<file path="src/rtl/tsb_bus_arbiter_if.sv">
// Request/enable bundle between requesters, the tri-state arbiter and the TSB bank.
interface tsb_bus_arbiter_if #(
    parameter int unsigned N = 4
);
    localparam int unsigned GW = (N > 1) ? $clog2(N) : 1;

    logic [N-1:0]  req;
    logic [N-1:0]  en;
    logic [GW-1:0] grant_id;
    logic          busy;
    logic          preempt;

    modport master (
        output req,
        input  en,
        input  grant_id,
        input  busy,
        input  preempt
    );

    modport slave (
        input  req,
        output en,
        output grant_id,
        output busy,
        output preempt
    );
endinterface

</file>
<file path="src/rtl/tsb_bus_arbiter.sv">
// Round-robin owner arbiter for a shared tri-state net with an all-off turnaround gap.
// Optional hold timeout with forced release is compiled in with TSB_ARB_TIMEOUT_EN.
module tsb_bus_arbiter #(
    parameter int unsigned N        = 4,
    parameter int unsigned TURN     = 1,
    parameter int unsigned MAX_HOLD = 16
) (
    input  logic clk,
    input  logic rst,
    tsb_bus_arbiter_if.slave bus
);
    localparam int unsigned GW = (N > 1) ? $clog2(N) : 1;
    localparam int unsigned TW = $clog2(TURN + 1);

    typedef enum logic [1:0] {
        S_IDLE  = 2'd0,
        S_GRANT = 2'd1,
        S_TURN  = 2'd2
    } state_t;

    state_t        state;
    logic [GW-1:0] last;
    logic [TW-1:0] turn_cnt;

    logic          arb_found;
    logic [GW-1:0] arb_win;
    logic [GW-1:0] idx;

`ifdef TSB_ARB_TIMEOUT_EN
    localparam int unsigned HW = $clog2(MAX_HOLD + 1);
    logic [HW-1:0] hold_cnt;
`else
    assign bus.preempt = 1'b0;
`endif

    // First set request at or after last+1, wrapping around.
    always_comb begin
        arb_found = 1'b0;
        arb_win   = '0;
        idx       = '0;
        for (int i = 1; i <= int'(N); i++) begin
            idx = GW'((int'(last) + i) % int'(N));
            if (!arb_found && bus.req[idx]) begin
                arb_found = 1'b1;
                arb_win   = idx;
            end
        end
    end

    always_ff @(posedge clk) begin
        if (rst) begin
            state        <= S_IDLE;
            last         <= GW'(N - 1);
            turn_cnt     <= '0;
            bus.en       <= '0;
            bus.grant_id <= '0;
            bus.busy     <= 1'b0;
`ifdef TSB_ARB_TIMEOUT_EN
            hold_cnt     <= '0;
            bus.preempt  <= 1'b0;
`endif
        end else begin
`ifdef TSB_ARB_TIMEOUT_EN
            bus.preempt <= 1'b0;
`endif
            case (state)
                S_IDLE: begin
                    if (arb_found) begin
                        bus.en       <= N'(1) << arb_win;
                        bus.grant_id <= arb_win;
                        bus.busy     <= 1'b1;
                        last         <= arb_win;
                        state        <= S_GRANT;
`ifdef TSB_ARB_TIMEOUT_EN
                        hold_cnt     <= '0;
`endif
                    end
                end

                S_GRANT: begin
                    if (!bus.req[bus.grant_id]) begin
                        bus.en   <= '0;
                        bus.busy <= 1'b0;
                        turn_cnt <= TW'(TURN);
                        state    <= S_TURN;
`ifdef TSB_ARB_TIMEOUT_EN
                    // A release on the timeout cycle is handled above as a normal release.
                    end else if (hold_cnt == HW'(MAX_HOLD - 1)) begin
                        bus.en      <= '0;
                        bus.busy    <= 1'b0;
                        bus.preempt <= 1'b1;
                        turn_cnt    <= TW'(TURN);
                        state       <= S_TURN;
                    end else begin
                        hold_cnt <= hold_cnt + HW'(1);
`endif
                    end
                end

                S_TURN: begin
                    // Last gap cycle: hand straight to the next owner if anyone is waiting.
                    if (turn_cnt <= TW'(1)) begin
                        turn_cnt <= '0;
                        if (arb_found) begin
                            bus.en       <= N'(1) << arb_win;
                            bus.grant_id <= arb_win;
                            bus.busy     <= 1'b1;
                            last         <= arb_win;
                            state        <= S_GRANT;
`ifdef TSB_ARB_TIMEOUT_EN
                            hold_cnt     <= '0;
`endif
                        end else begin
                            state <= S_IDLE;
                        end
                    end else begin
                        turn_cnt <= turn_cnt - TW'(1);
                    end
                end

                default: begin
                    bus.en   <= '0;
                    bus.busy <= 1'b0;
                    state    <= S_IDLE;
                end
            endcase
        end
    end
endmodule

</file>
<file path="src/flat_wrapper.sv">
// flat-port wrapper written by rule: the top's interface ports become plain ports
module tsb_bus_arbiter_flat 
#(
    parameter int unsigned N        = 4,
    parameter int unsigned TURN     = 1,
    parameter int unsigned MAX_HOLD = 16
)
  (clk, rst, bus_req, bus_en, bus_grant_id, bus_busy, bus_preempt);
  tsb_bus_arbiter_if #(.N(N)) bus_i ();
  input  logic clk;
  input  logic rst;
  input wire logic [$bits(bus_i.req)-1:0] bus_req;
  output wire logic [$bits(bus_i.en)-1:0] bus_en;
  output wire logic [$bits(bus_i.grant_id)-1:0] bus_grant_id;
  output wire logic [$bits(bus_i.busy)-1:0] bus_busy;
  output wire logic [$bits(bus_i.preempt)-1:0] bus_preempt;
  assign bus_i.req = bus_req;
  assign bus_en = bus_i.en;
  assign bus_grant_id = bus_i.grant_id;
  assign bus_busy = bus_i.busy;
  assign bus_preempt = bus_i.preempt;
  tsb_bus_arbiter #(.N(N), .TURN(TURN), .MAX_HOLD(MAX_HOLD)) u_core (.clk(clk), .rst(rst), .bus(bus_i));
endmodule
</file>
<file path="config.mk">
export PLATFORM = sky130hd
export DESIGN_NAME = tsb_bus_arbiter_flat
export DESIGN_NICKNAME = d
export VERILOG_FILES = /design/src/rtl/tsb_bus_arbiter_if.sv /design/src/rtl/tsb_bus_arbiter.sv /design/src/flat_wrapper.sv
export SDC_FILE = /design/constraint.sdc
export NUM_CORES = 1
export LEC_CHECK = 0
export CAP_MARGIN = 25
export CORE_MARGIN = 3
export CORE_UTILIZATION = 30
export DETAILED_ROUTE_END_ITERATION = 10
export SYNTH_ARGS = -nofsm -noshare
export SYNTH_HDL_FRONTEND = slang
export SYNTH_SLANG_ARGS = --single-unit
</file>
<file path="constraint.sdc">
create_clock -name clk -period 1.97 [get_ports clk]
set_input_delay 0.2955 -clock clk [delete_from_list [all_inputs] [get_ports clk]]
set_output_delay 0.2955 -clock clk [all_outputs]
set_load 0.02 [all_outputs]
</file>
# After elaboration in Yosys (flattened, before gate mapping)
# Cells that the tools add are included.
# totals
reg_bits	12
latch_bits	0
ramBits	0
mem_bits_ro	0
input_bits	6
output_inout_bits	8
n_memories	0
# op_classes
n_addsub	5
mul	0
div_mod_pow	0
n_lt_le_gt_ge	6
eq_ne	5
shift	1
mux	40
bitwise_logic	0
n_reduce_logical	13
# ops
cell	count
$mux W2	11
$lt A2 B3 Y1 const B	5
$mux W1	15
$mux W4	3
$pmux W4 S3	1
$bmux W1 S2	5
$pmux W2 S2	2
$pmux W2 S3	1
$reduce_and A2 Y1	3
$add A2 B1 Y2 const B	2
$add A2 B2 Y2 const B	2
$ne A2 B1 Y1 const B	2
$reduce_bool A2 Y1	2
$shl A1 B2 Y4 const A	1
$logic_and A1 B1 Y1	3
$logic_not A1 Y1	3
$pmux W1 S3	1
$reduce_and A3 Y1	1
$eq A2 B1 Y1 const B	1
$eq A2 B2 Y1 const B	1
$logic_not A2 Y1	1
$ne A2 B2 Y1 const B	1
$pmux W1 S2	1
$le A1 B1 Y1 const B	1
$sub A1 B1 Y1 const B	1

# Longest topological paths before layout
# Gate-level depths: netlist (run 1).
# depth
word_depth	17
ltp_mapped	5
ltp_nobuf	4

# Least setup slack after synthesis (run 1)
# No wires, ideal clock.
# synth_path
path_type	register to register
from	register u_core.bus.grant_id[0]
to	register u_core.bus.en[1]
setup_time_ps	117
t_arrival_ps	1489
t_required_ps	1853
path_slack_ps	364
path_stages_with_launch	4
n_path_buf	0
period_less_slack_ps	1606
path_cell_list	dfxtp_1 > mux4_2 > a22o_1 > a22o_1
# synth_between
elab_chain_len	4
# synth_rtl
element	line	source
start, declared	tsb_bus_arbiter_if.sv:24	output grant_id,
start signal, assigned	tsb_bus_arbiter.sv:70	bus.grant_id <= arb_win;
start signal, assigned	tsb_bus_arbiter.sv:106	bus.grant_id <= arb_win;
$bmux W1 S2	tsb_bus_arbiter.sv:81	if (!bus.req[bus.grant_id]) begin
$mux W1 (implied by the code)	tsb_bus_arbiter.sv:81	
$ne A2 B2 Y1 (no source line)	--	
$reduce_and A2 Y1 (no source line)	--	
end signal, assigned	tsb_bus_arbiter.sv:69	bus.en <= N'(1) << arb_win;
end signal, assigned	tsb_bus_arbiter.sv:105	bus.en <= N'(1) << arb_win;
end, declared	tsb_bus_arbiter_if.sv:23	output en,
# No other way between the ends. The select of a mux whose other input is x is not followed.
# A chain may end at the register's enable or synchronous reset.

# Worst setup path in the final report (run 1)
# layout_path
from	input port bus_req[2]
to	register u_core.bus.en[1]
# layout_between
elab_chain_len	16
word_cells_on_any_way	30
# layout_rtl
element	line	source
start, declared	flat_wrapper.sv:12	input wire logic [$bits(bus_i.req)-1:0] bus_req;
$bmux W1 S2	tsb_bus_arbiter.sv:43	if (!arb_found && bus.req[idx]) begin
$mux W1 (implied by the code)	tsb_bus_arbiter.sv:43	
$mux W1	tsb_bus_arbiter.sv:43	
$logic_not A1 Y1	tsb_bus_arbiter.sv:43	
$logic_and A1 B1 Y1	tsb_bus_arbiter.sv:43	
$mux W1	tsb_bus_arbiter.sv:43	
$logic_not A1 Y1	tsb_bus_arbiter.sv:43	
$logic_and A1 B1 Y1	tsb_bus_arbiter.sv:43	
$mux W1	tsb_bus_arbiter.sv:43	
$logic_not A1 Y1	tsb_bus_arbiter.sv:43	
$logic_and A1 B1 Y1	tsb_bus_arbiter.sv:43	
$mux W2	tsb_bus_arbiter.sv:43	
$shl A1 B2 Y4	tsb_bus_arbiter.sv:69, tsb_bus_arbiter.sv:105	
$mux W4	tsb_bus_arbiter.sv:68, tsb_bus_arbiter.sv:104	
$mux W4	tsb_bus_arbiter.sv:102	if (turn_cnt <= TW'(1)) begin
$pmux W4 S3	tsb_bus_arbiter.sv:66	case (state)
# Parallel ways exist; a longest one is shown, timed or not. The select of a mux whose other input is x is not followed.

==> results of run 1 <==
placed cells by master (no fill, tap or decap), types with 2 or more instances in the layout:
cell type and n:
a21o_1 3, a21oi_1 3, a22o_1 2, buf_4 3
clkbuf_4 3, clkdlybuf4s50_1 12, dfxtp_1 11, nand2_1 6
nand2b_1 3, nand3b_1 3, nor2_1 5, or2_2 2
or2b_1 2
routing by layer:
metal  vias to the layer above  share of wire (%)  wire length [um]
met5                         -                  0                 0
met4                         0                2.4                27
met3                         4                7.6                85
met2                        18                 42               469
met1                       213                 48               540
li1                        241                  -                 -
worst min path at each step:
stage	start	end	slack (ps)	cells past startpoint
detailed placement	u_core.bus.en[2]$_SDFFE_PP0P_	u_core.bus.en[2]$_SDFFE_PP0P_	450	2
global placement	u_core.bus.en[0]$_SDFFE_PP0P_	u_core.bus.en[0]$_SDFFE_PP0P_	450	2
finish	u_core.bus.en[2]$_SDFFE_PP0P_	u_core.bus.en[2]$_SDFFE_PP0P_	450	2
CTS	u_core.bus.en[2]$_SDFFE_PP0P_	u_core.bus.en[2]$_SDFFE_PP0P_	460	2
global route	u_core.bus.en[2]$_SDFFE_PP0P_	u_core.bus.en[2]$_SDFFE_PP0P_	490	2
floorplan	u_core.state[0]$_SDFFE_PP0P_	u_core.bus.busy$_SDFFE_PP0P_	490	1
registers in the layout (all words and copies together) (netlist names):
| signal | flops |
|---|---|
| u_core.bus.en | 4 |
| u_core.bus.grant_id | 2 |
| u_core.last | 2 |
| u_core.state | 2 |
| u_core.bus.busy | 1 |
per-stage QoR:
step           total power [uW]  setup WS [ps]  hold WS [ps]
6_report                  577.6          320.7         452.7
5_1_grt                   615.1          207.7         490.1
4_1_cts                   582.6          332.4         461.4
3_5_place_dp              428.1          46.29         445.2
3_3_place_gp              429.4          58.39         445.3
2_1_floorplan             365.6          364.2         488.5
final cells by class:
type | instances | area share (%)
Sequential cell | 11 | 31.48
Clock buffer | 4 | 3.757
Tap cell | 16 | 2.862
Multi-Input combinational cell | 44 | 40.97
Timing Repair Buffer | 15 | 20.39
Inverter | 1 | 0.5367
worst max-delay path, stage by stage:
cell and delay [ps]:
clkdlybuf4s50_1 470, mux4_2 530, a22o_1 280, a22o_1 240
power groups by stage:
stage / clock network [uW] / registers [uW] / logic [uW]
after floorplan: 0 / 286 / 79.4
after global placement: 0 / 274 / 156
after detailed placement: 0 / 273 / 155
after CTS: 158 / 268 / 157
after global routing: 172 / 271 / 172
final: 153 / 268 / 156
cell usage after synthesis:
library cell / instances
a211oi_1: 1
a21o_1: 3
a21oi_1: 3
a22o_1: 2
a31oi_1: 1
a32o_1: 1
and2b_2: 1
buf_2: 1
buf_4: 1
clkbuf_4: 1
conb_1: 1
dfxtp_1: 11
inv_1: 1
mux2i_1: 1
mux4_2: 1
nand2_1: 6
nand2b_1: 3
nand3_1: 1
nand3b_1: 3
nand4_1: 1
nor2_1: 5
nor3_1: 1
nor3b_1: 1
nor4_1: 1
o211a_1: 1
o21ai_0: 1
o31ai_1: 1
or2_2: 2
or2b_1: 2
cell families (layout without fill, tap and decap cells):
logic type	count (synthesis)	in the layout	synth area share (%)
other	1	1	0.7069
AOI/OAI and AO/OA	14	14	19.10
and+or+nand+nor	27	27	28.07
DFF	11	11	41.51
muxes	2	2	6.132
buffers and inverters	4	20	4.481
==> metrics.cfg, run 1 <==
[outcome]
status = complete, no violations

[sta]
finClkSkew_ps = 2.168
setup_viol = 0
timing.final.crit_share_pct = 83.72
maxClockFrequency_ghz = 0.6063
hold_violations = 0
slew_violations = 0
fin_crit_ps = 1649
rsz0062_at_grt = false
fin_setup_tns_ps = 0

[floorplanning]
initial_utilization_pct = 33.65
io-pin-count = 14
fp.dieW_um = 48.05
die_area_sq_mm = 0.002309
rows = 14
die_height_um = 48.05
fp.coreArea_sq_mm = 0.001577

[pwr]
p_sw_uw = 171.4
p_sw_share_pct = 29.67
comb_power_share_pct = 27.0
intPower_uw = 406.2
p_leak_uw = 0.0002884
clkPwrFrac_pct = 26.5
pwr-share-seq_pct = 46.5
power_density_mw_per_mm2 = 825.8
ir_drop_mv = 0.3873

[global_routing]
grt_use_met1_pct = 14.96
gr-max-usage-layer = met2
antenna_found_initial = 0
met2_usage_pct = 15.04
grt_remaining_overflow = 0
use_met3_pct = 7.895
grt_pass1_vias = 406
grtUsageTotal_pct = 11.60
grt_pass1_wl_mm = 1.807
grt_max_degree = 9

[place]
dpl.hpwl_um = 809.6
placedCellCount = 87
port_buffers = 12
gp_congestion = 0.7572
placed_cell_area_sq_um = 673.1

[finish]
fin_nets = 82
seqCellArea_sq_um = 220.2
n_antenna_cell = 0
fin_util_pct = 44.37
multi_input_area_sq_um = 286.5
fill_cells = 160
stdcell_area_sq_um = 699.4
drive_above_1_share_pct = 13.33
final_cells = 91
syn_to_final_growth_pct = 31.84

[critical_path]
crit_end = u_core.bus.en[1]$_SDFFE_PP0P_
crit_start = bus_req[2]
reg2reg_depth = 3
r2r_start = u_core.bus.grant_id[0]$_SDFFE_PP0P_
r2r_end = u_core.bus.en[1]$_SDFFE_PP0P_
worstPathRequired_ps = 2140
critical_path_class = input port to flip-flop
r2r_slack_ps = 380
end_kind = flip-flop
arrival_ps = 1820
start_kind = input port
crit_path_max_fanout = 4

[synthesis]
synth.area.top_cells = dfxtp_1 42%, a21o_1 4.2%, mux4_2 4.2%
syn_avg_cell_area_sq_um = 8.992
synth_area_sq_um = 530.5
yosysTopAreaCellShare_pct = 41.51
netlist_instances = 59
ys_ff_latch = 11
syn-num-nets = 65
ys.warnings.count = 0
synthDistinctLibCells = 29
synth_top_cell_by_area = dfxtp_1
synth_seq_area_share_pct = 41.51

[clock_network]
cts_setup_buffers = 0
clk_latency_ps = 270
numCtsBuffers = 3
hold_buffers = 0
cts_tree = yes
clkTransAtPathRegs_ps = 70
cts_buffer_depth = 2
cts_resized = 0
clock-sinks = 11
clock-root-buffer = clkbuf_4
cts_max_level = 1

[route]
via_count = 476
drc = 0
drt-initial-drc-count = 10
dr.pass1.iters = 4
drtAntennaViolNets = 0
vias_per_cell = 5.231
wl_per_cell_um = 12.34
drt_wl_total_mm = 1.123

[worst_hold_path]
hold_class = flip-flop to flip-flop

[job]
maxCapViolations = 0

Power figures use the tool's default switching activity.
==> run 2, diff against run 1 <==
- clock period: 1.97 -> 1.3 ns (I/O delays scaled with it)
==> metrics.cfg, run 2 (synthesis gave the netlist of run 1 again) <==
[floorplanning]
fp.dieW_um = 48.05
die_area_sq_mm = 0.002309
die_height_um = 48.05
initial_utilization_pct = 33.65
fp.coreArea_sq_mm = 0.001577
rows = 14
io-pin-count = 14

[sta]
hold_violations = 0
rsz0062_at_grt = true
maxClockFrequency_ghz = 0.6835
fin_crit_ps = 1463
timing.final.crit_share_pct = 112.5
layout_setup_ws_ps = -163.1
finClkSkew_ps = 1.682
setup_viol = 7
slew_violations = 0

[critical_path]
crit_path_max_fanout = 3
start_kind = flip-flop
arrival_ps = 1620
crit_chain = mux4_2, buf_4, buf_6, or2b_1, a211oi_2
reg2reg_depth = 5
r2r_start = u_core.bus.grant_id[0]$_SDFFE_PP0P_
crit_path_max_incr_delay_ps = 520
worstPathRequired_ps = 1460
end_kind = flip-flop
r2r_end = u_core.bus.busy$_SDFFE_PP0P_
worst_path_max_delay_cell = mux4_2
r2r_slack_ps = -160
critical_path_class = flip-flop to flip-flop

[pwr]
finalPower_uw = 917.9
power_density_mw_per_mm2 = 1157
p_leak_uw = 0.0003863
ir_drop_mv = 0.7248

[clock_network]
hold_buffers = 0
cts_tree = yes
clock-root-buffer = clkbuf_4
clock-sinks = 11
cts_buffer_depth = 2
cts_max_level = 1
clkTransAtPathRegs_ps = 70
numCtsBuffers = 3
clk_latency_ps = 270

[finish]
final_common_cell = buf_4
regMostFlops = u_core.bus.en
syn_to_final_growth_pct = 49.53
n_antenna_cell = 0
fin_nets = 92
largest_reg_flops = 4
drive_above_1_share_pct = 29.41
layout_common_cells = 12 x buf_4, 10 x dlygate4sd2_1, 9 x dfxtp_1

[place]
gp_congestion = 0.8048
pre_cts_ws_ps = -473.8
port_buffers = 12
dpl.hpwl_um = 914.8

[job]
maxCapViolations = 0

[worst_hold_path]
hold_class = flip-flop to flip-flop
whs_endpoint = u_core.bus.en[2]$_SDFFE_PP0P_
whs_path_depth = 2
hp-start = u_core.bus.en[2]$_SDFFE_PP0P_

[route]
vias_per_cell = 5.109
wl_per_cell_um = 12.02
drc = 0
drt_wl_total_mm = 1.214
dr.pass1.iters = 4
drt-initial-drc-count = 15
drtAntennaViolNets = 0
via_count = 516

[global_routing]
grtUsageTotal_pct = 12.74
grt_max_degree = 9
grt_pass1_vias = 458
antenna_found_initial = 0
grt_pass1_wl_mm = 1.959
grt_remaining_overflow = 0

[outcome]
violations = setup timing
status = finished, violations left

[run 2: power breakdown]
group	total [uW]	internal, uW	switching (uW)
sequential	408	375	32.5
clock	232	119	113
combinational	278	149	129
[run 2: how the worst max path moves through the flow]
stage                                              startpoint                             to  slack (ps)
after floorplan           u_core.bus.grant_id[0]$_SDFFE_PP0P_  u_core.bus.en[1]$_SDFFE_PP0P_        -180
after global placement                             bus_req[3]  u_core.bus.en[1]$_SDFFE_PP0P_        -460
after detailed placement                           bus_req[3]  u_core.bus.en[1]$_SDFFE_PP0P_        -470
after CTS                 u_core.bus.grant_id[0]$_SDFFE_PP0P_  u_core.bus.en[3]$_SDFFE_PP0P_        -170
after global routing      u_core.bus.grant_id[0]$_SDFFE_PP0P_   u_core.bus.busy$_SDFFE_PP0P_        -190
final                     u_core.bus.grant_id[0]$_SDFFE_PP0P_   u_core.bus.busy$_SDFFE_PP0P_        -160
[run 2: final cells by class]
cell class / instances / area (sq um)
Timing Repair Buffer: 25 / 211.5
Sequential cell: 11 / 225.2
Fill cell: 157 / 783.3
Tap cell: 16 / 20.02
Multi-Input combinational cell: 44 / 306.5
Inverter: 1 / 3.754
Clock buffer: 4 / 26.28
[run 2: routing by layer]
metal / track usage [%] / share of wire [%] / up-vias
met1: 14.51 / 47 / 243
met4: 4.839 / 0 / 0
met5: 0 / 0 / -
met2: 19.79 / 48 / 12
met3: 7.143 / 5.4 / 0
li1: - / - / 261
[run 2: critical path, delay by kind of cell (launching register included)]
kind / cells / cell delay, ps
simple gates: 1 / 150
mux: 1 / 520
buf+inv: 2 / 260
flops: 1 / 360
compound gates: 1 / 60
[run 2: stage by stage]
| stage | TNS [ps] | hold WS (ps) | cell area, sq um | cells | utilization, % |
|---|---|---|---|---|---|
| global route | -987.2 | 495.3 | 793.3 | 101 | 50.32 |
| detailed placement | -4040 | 449.3 | 744.5 | 96 | 47.22 |
| finish | -772.9 | 452.6 | 793.3 | 101 | 50.32 |
| CTS | -759.8 | 460.2 | 780.7 | 101 | 49.52 |
| floorplan | -530.1 | 443.7 | 534.3 | 59 | - |
| global placement | -3940 | 458.3 | 744.5 | 96 | 47.22 |
[run 2: what timing repair did]
item	4_1_cts	5_1_grt
buffers inserted	1	0
setup endpoints to repair	16	10
cloned	0	0
pin swaps	6	1
resized for setup	14	3
==> run 3, diff against run 2 <==
- ABC_AREA: default -> 1
- clock period: 1.3 -> 1.9 ns (I/O delays scaled with it)
==> metrics.cfg, run 3 <==
[worst_hold_path]
hold_class = flip-flop to flip-flop
whs_endpoint = u_core.state[1]$_SDFFE_PP0P_
whs_path_depth = 1
hp-start = u_core.state[1]$_SDFFE_PP0P_

[route]
drt_wl_total_mm = 1.599
drtAntennaViolNets = 0
wl_per_cell_um = 10.38
via_count = 717
vias_per_cell = 4.656
drt-initial-drc-count = 7
drc = 0
dr.pass1.iters = 2

[sta]
setup_viol = 0
fin_setup_tns_ps = 0
hold_violations = 0
maxClockFrequency_ghz = 0.6303
rsz0062_at_grt = false
hold_slack_ps = 427.6
slew_violations = 0
timing.final.crit_share_pct = 83.51
finClkSkew_ps = 5.308
fin_crit_ps = 1587

[finish]
drive_above_1_share_pct = 26.98
fin_nets = 133
multi_input_area_sq_um = 460.4
syn_to_final_growth_pct = 21.05
seqCellArea_sq_um = 221.5
regMostFlops = u_core.bus.en
final_common_cell = nand2_1
layout_common_cells = 38 x nand2_1, 12 x clkdlybuf4s50_1, 11 x nand2_2
fill_cells = 248
largest_reg_flops = 4
n_antenna_cell = 0

[synthesis]
syn_avg_cell_area_sq_um = 6.732
synthDistinctLibCells = 24
synth_edf_count = 0
syn-num-nets = 119
synth_area_sq_um = 760.7
yosysTopAreaCellShare_pct = 28.95
synth.area.top_cells = dfxtp_1 29%, nand2_1 19%, nand2_2 9.0%
ys.warnings.count = 0
synthFlopType = dfxtp_1
synth_commonest_cells = 38 x nand2_1, 11 x dfxtp_1, 11 x nand2_2
synth_seq_area_share_pct = 28.95
ys_ff_latch = 11
synth_top_cell_by_area = dfxtp_1
netlist_instances = 113
yosysMostFrequentCell = nand2_1
async_reset_ff_share_pct = 0

[critical_path]
cpLargestDelayFamily = buffers and inverters
arrival_ps = 1300
worstPathRequired_ps = 1620
critical_path_class = flip-flop to output pin
crit_path_max_fanout = 5
path_depth = 1
crit_path_max_incr_delay_ps = 630
worst_path_max_delay_cell = clkdlybuf4s50_1
critPathBufInv = 1
reg2reg_depth = 11
end_kind = output pin
crit_chain = clkdlybuf4s50_1
r2r_slack_ps = 350
r2r_start = u_core.last[0]$_SDFFE_PP1P_
r2r_end = u_core.bus.grant_id[0]$_SDFFE_PP0P_
start_kind = flip-flop

[global_routing]
grt_pass1_vias = 677
grt_max_degree = 11
grtUsageTotal_pct = 10.90
grt_pass1_wl_mm = 2.808
antenna_found_initial = 0
grt_remaining_overflow = 0

[clock_network]
cts_setup_buffers = 0
clock-sinks = 11
cts_max_level = 1
clkTransAtPathRegs_ps = 70
cts_tree = yes
numCtsBuffers = 3
clock-root-buffer = clkbuf_4
clk_latency_ps = 260
cts_buffer_depth = 2

[floorplanning]
fp.coreArea_sq_mm = 0.002297
fp.dieW_um = 56.36
initial_utilization_pct = 33.12
rows = 17
io-pin-count = 14
die_area_sq_mm = 0.003176
die_height_um = 56.36

[pwr]
finalPower_uw = 1729
ir_drop_mv = 0.8817
p_leak_uw = 0.0004294
power_density_mw_per_mm2 = 1878

[place]
port_buffers = 12
gp_congestion = 0.7635
dpl.hpwl_mm = 1.287

[job]
maxCapViolations = 0

[outcome]
status = complete, no violations

==> run 3: cell count changes in the layout (fill, tap and decap cells not counted), sizes merged, moves of 3 or more <==
| cell | previous run | this run |
|---|---|---|
| a21oi | 3 | 8 |
| a21o | 3 | 0 |
| clkdlybuf4s50 | 1 | 12 |
| nand3b | 3 | 0 |
| nand2 | 6 | 53 |
| dlygate4sd2 | 10 | 0 |
| inv | 1 | 14 |
| nand3 | 1 | 7 |
| nand2b | 3 | 0 |
| buf | 13 | 0 |
| nor2 | 5 | 8 |
==> run 3: how the worst max path moves through the flow <==
stage	start	to
after detailed placement	bus_req[3]	u_core.bus.grant_id[0]$_SDFFE_PP0P_
after floorplan	u_core.last[0]$_SDFFE_PP1P_	u_core.bus.grant_id[0]$_SDFFE_PP0P_
final	u_core.bus.grant_id[0]$_SDFFE_PP0P_	bus_grant_id[0]
after global placement	bus_req[0]	u_core.bus.en[2]$_SDFFE_PP0P_
after global routing	u_core.last[0]$_SDFFE_PP1P_	u_core.bus.en[3]$_SDFFE_PP0P_
after CTS	u_core.last[0]$_SDFFE_PP1P_	u_core.bus.grant_id[0]$_SDFFE_PP0P_
==> run 3: per-stage QoR <==
| step | cells | setup slack, ps | util [%] | area, sq um |
|---|---|---|---|---|
| finish | 154 | 313.4 | 40.09 | 920.9 |
| global route | 154 | 127.9 | 40.09 | 920.9 |
| CTS | 154 | 204.8 | 40.03 | 919.6 |
| detailed placement | 150 | 93.47 | 38.89 | 893.4 |
| global placement | 150 | 131.1 | 38.89 | 893.4 |
| floorplan | 113 | 534.2 | - | 760.7 |
==> run 3: final cells by class <==
type                            count  share of cell area [%]
Multi-Input combinational cell     85                   50.00
Sequential cell                    11                   24.05
Clock buffer                        4                   2.853
Tap cell                           28                   3.804
Inverter                           14                   6.250
Timing Repair Buffer               12                   13.04
==> run 3: cells by family (layout without fill, tap and decap cells) <==
group,count (synthesis),count (layout),share of synthesized area (%)
other,1,1,0.4929
buffers and inverters,17,30,10.53
flip-flops,11,11,28.95
AO/OA/AOI/OAI,13,13,11.68
AND/OR/NAND/NOR,71,71,48.36
==> run 3: report_power, final <==
| part | leakage [uW] | total [uW] | switching [uW] | internal (uW) |
|---|---|---|---|---|
| logic | 0.000324 | 1150 | 728 | 424 |
| clock network | 0.0000150 | 156 | 75.2 | 81.2 |
| registers | 0.0000906 | 421 | 93.4 | 327 |
==> run 3: routing by layer <==
| layer | wire, um | part of all wire [%] | global-route usage, % |
|---|---|---|---|
| met3 | 56 | 3.5 | 2.069 |
| met1 | 779 | 49 | 14.21 |
| met5 | 0 | 0 | 0 |
| met2 | 728 | 46 | 16.86 |
| met4 | 35 | 2.2 | 5.763 |
==> run 3: what timing repair did <==
item	in CTS	in global routing
hold buffers	0	0
setup endpoints to repair	0	1
resized for setup	0	1
hold endpoints to repair	0	0
==> run 3: worst register-to-register path, stage by stage, from the launching register on <==
cell and delay [ps]:
dfxtp_2 450, inv_6 80, nand2_1 80, nand2_1 80
nand2_1 60, inv_1 50, nor2_1 160, nand3_2 120
nand2_4 120, inv_2 70, o21ai_1 120, nor2_1 50
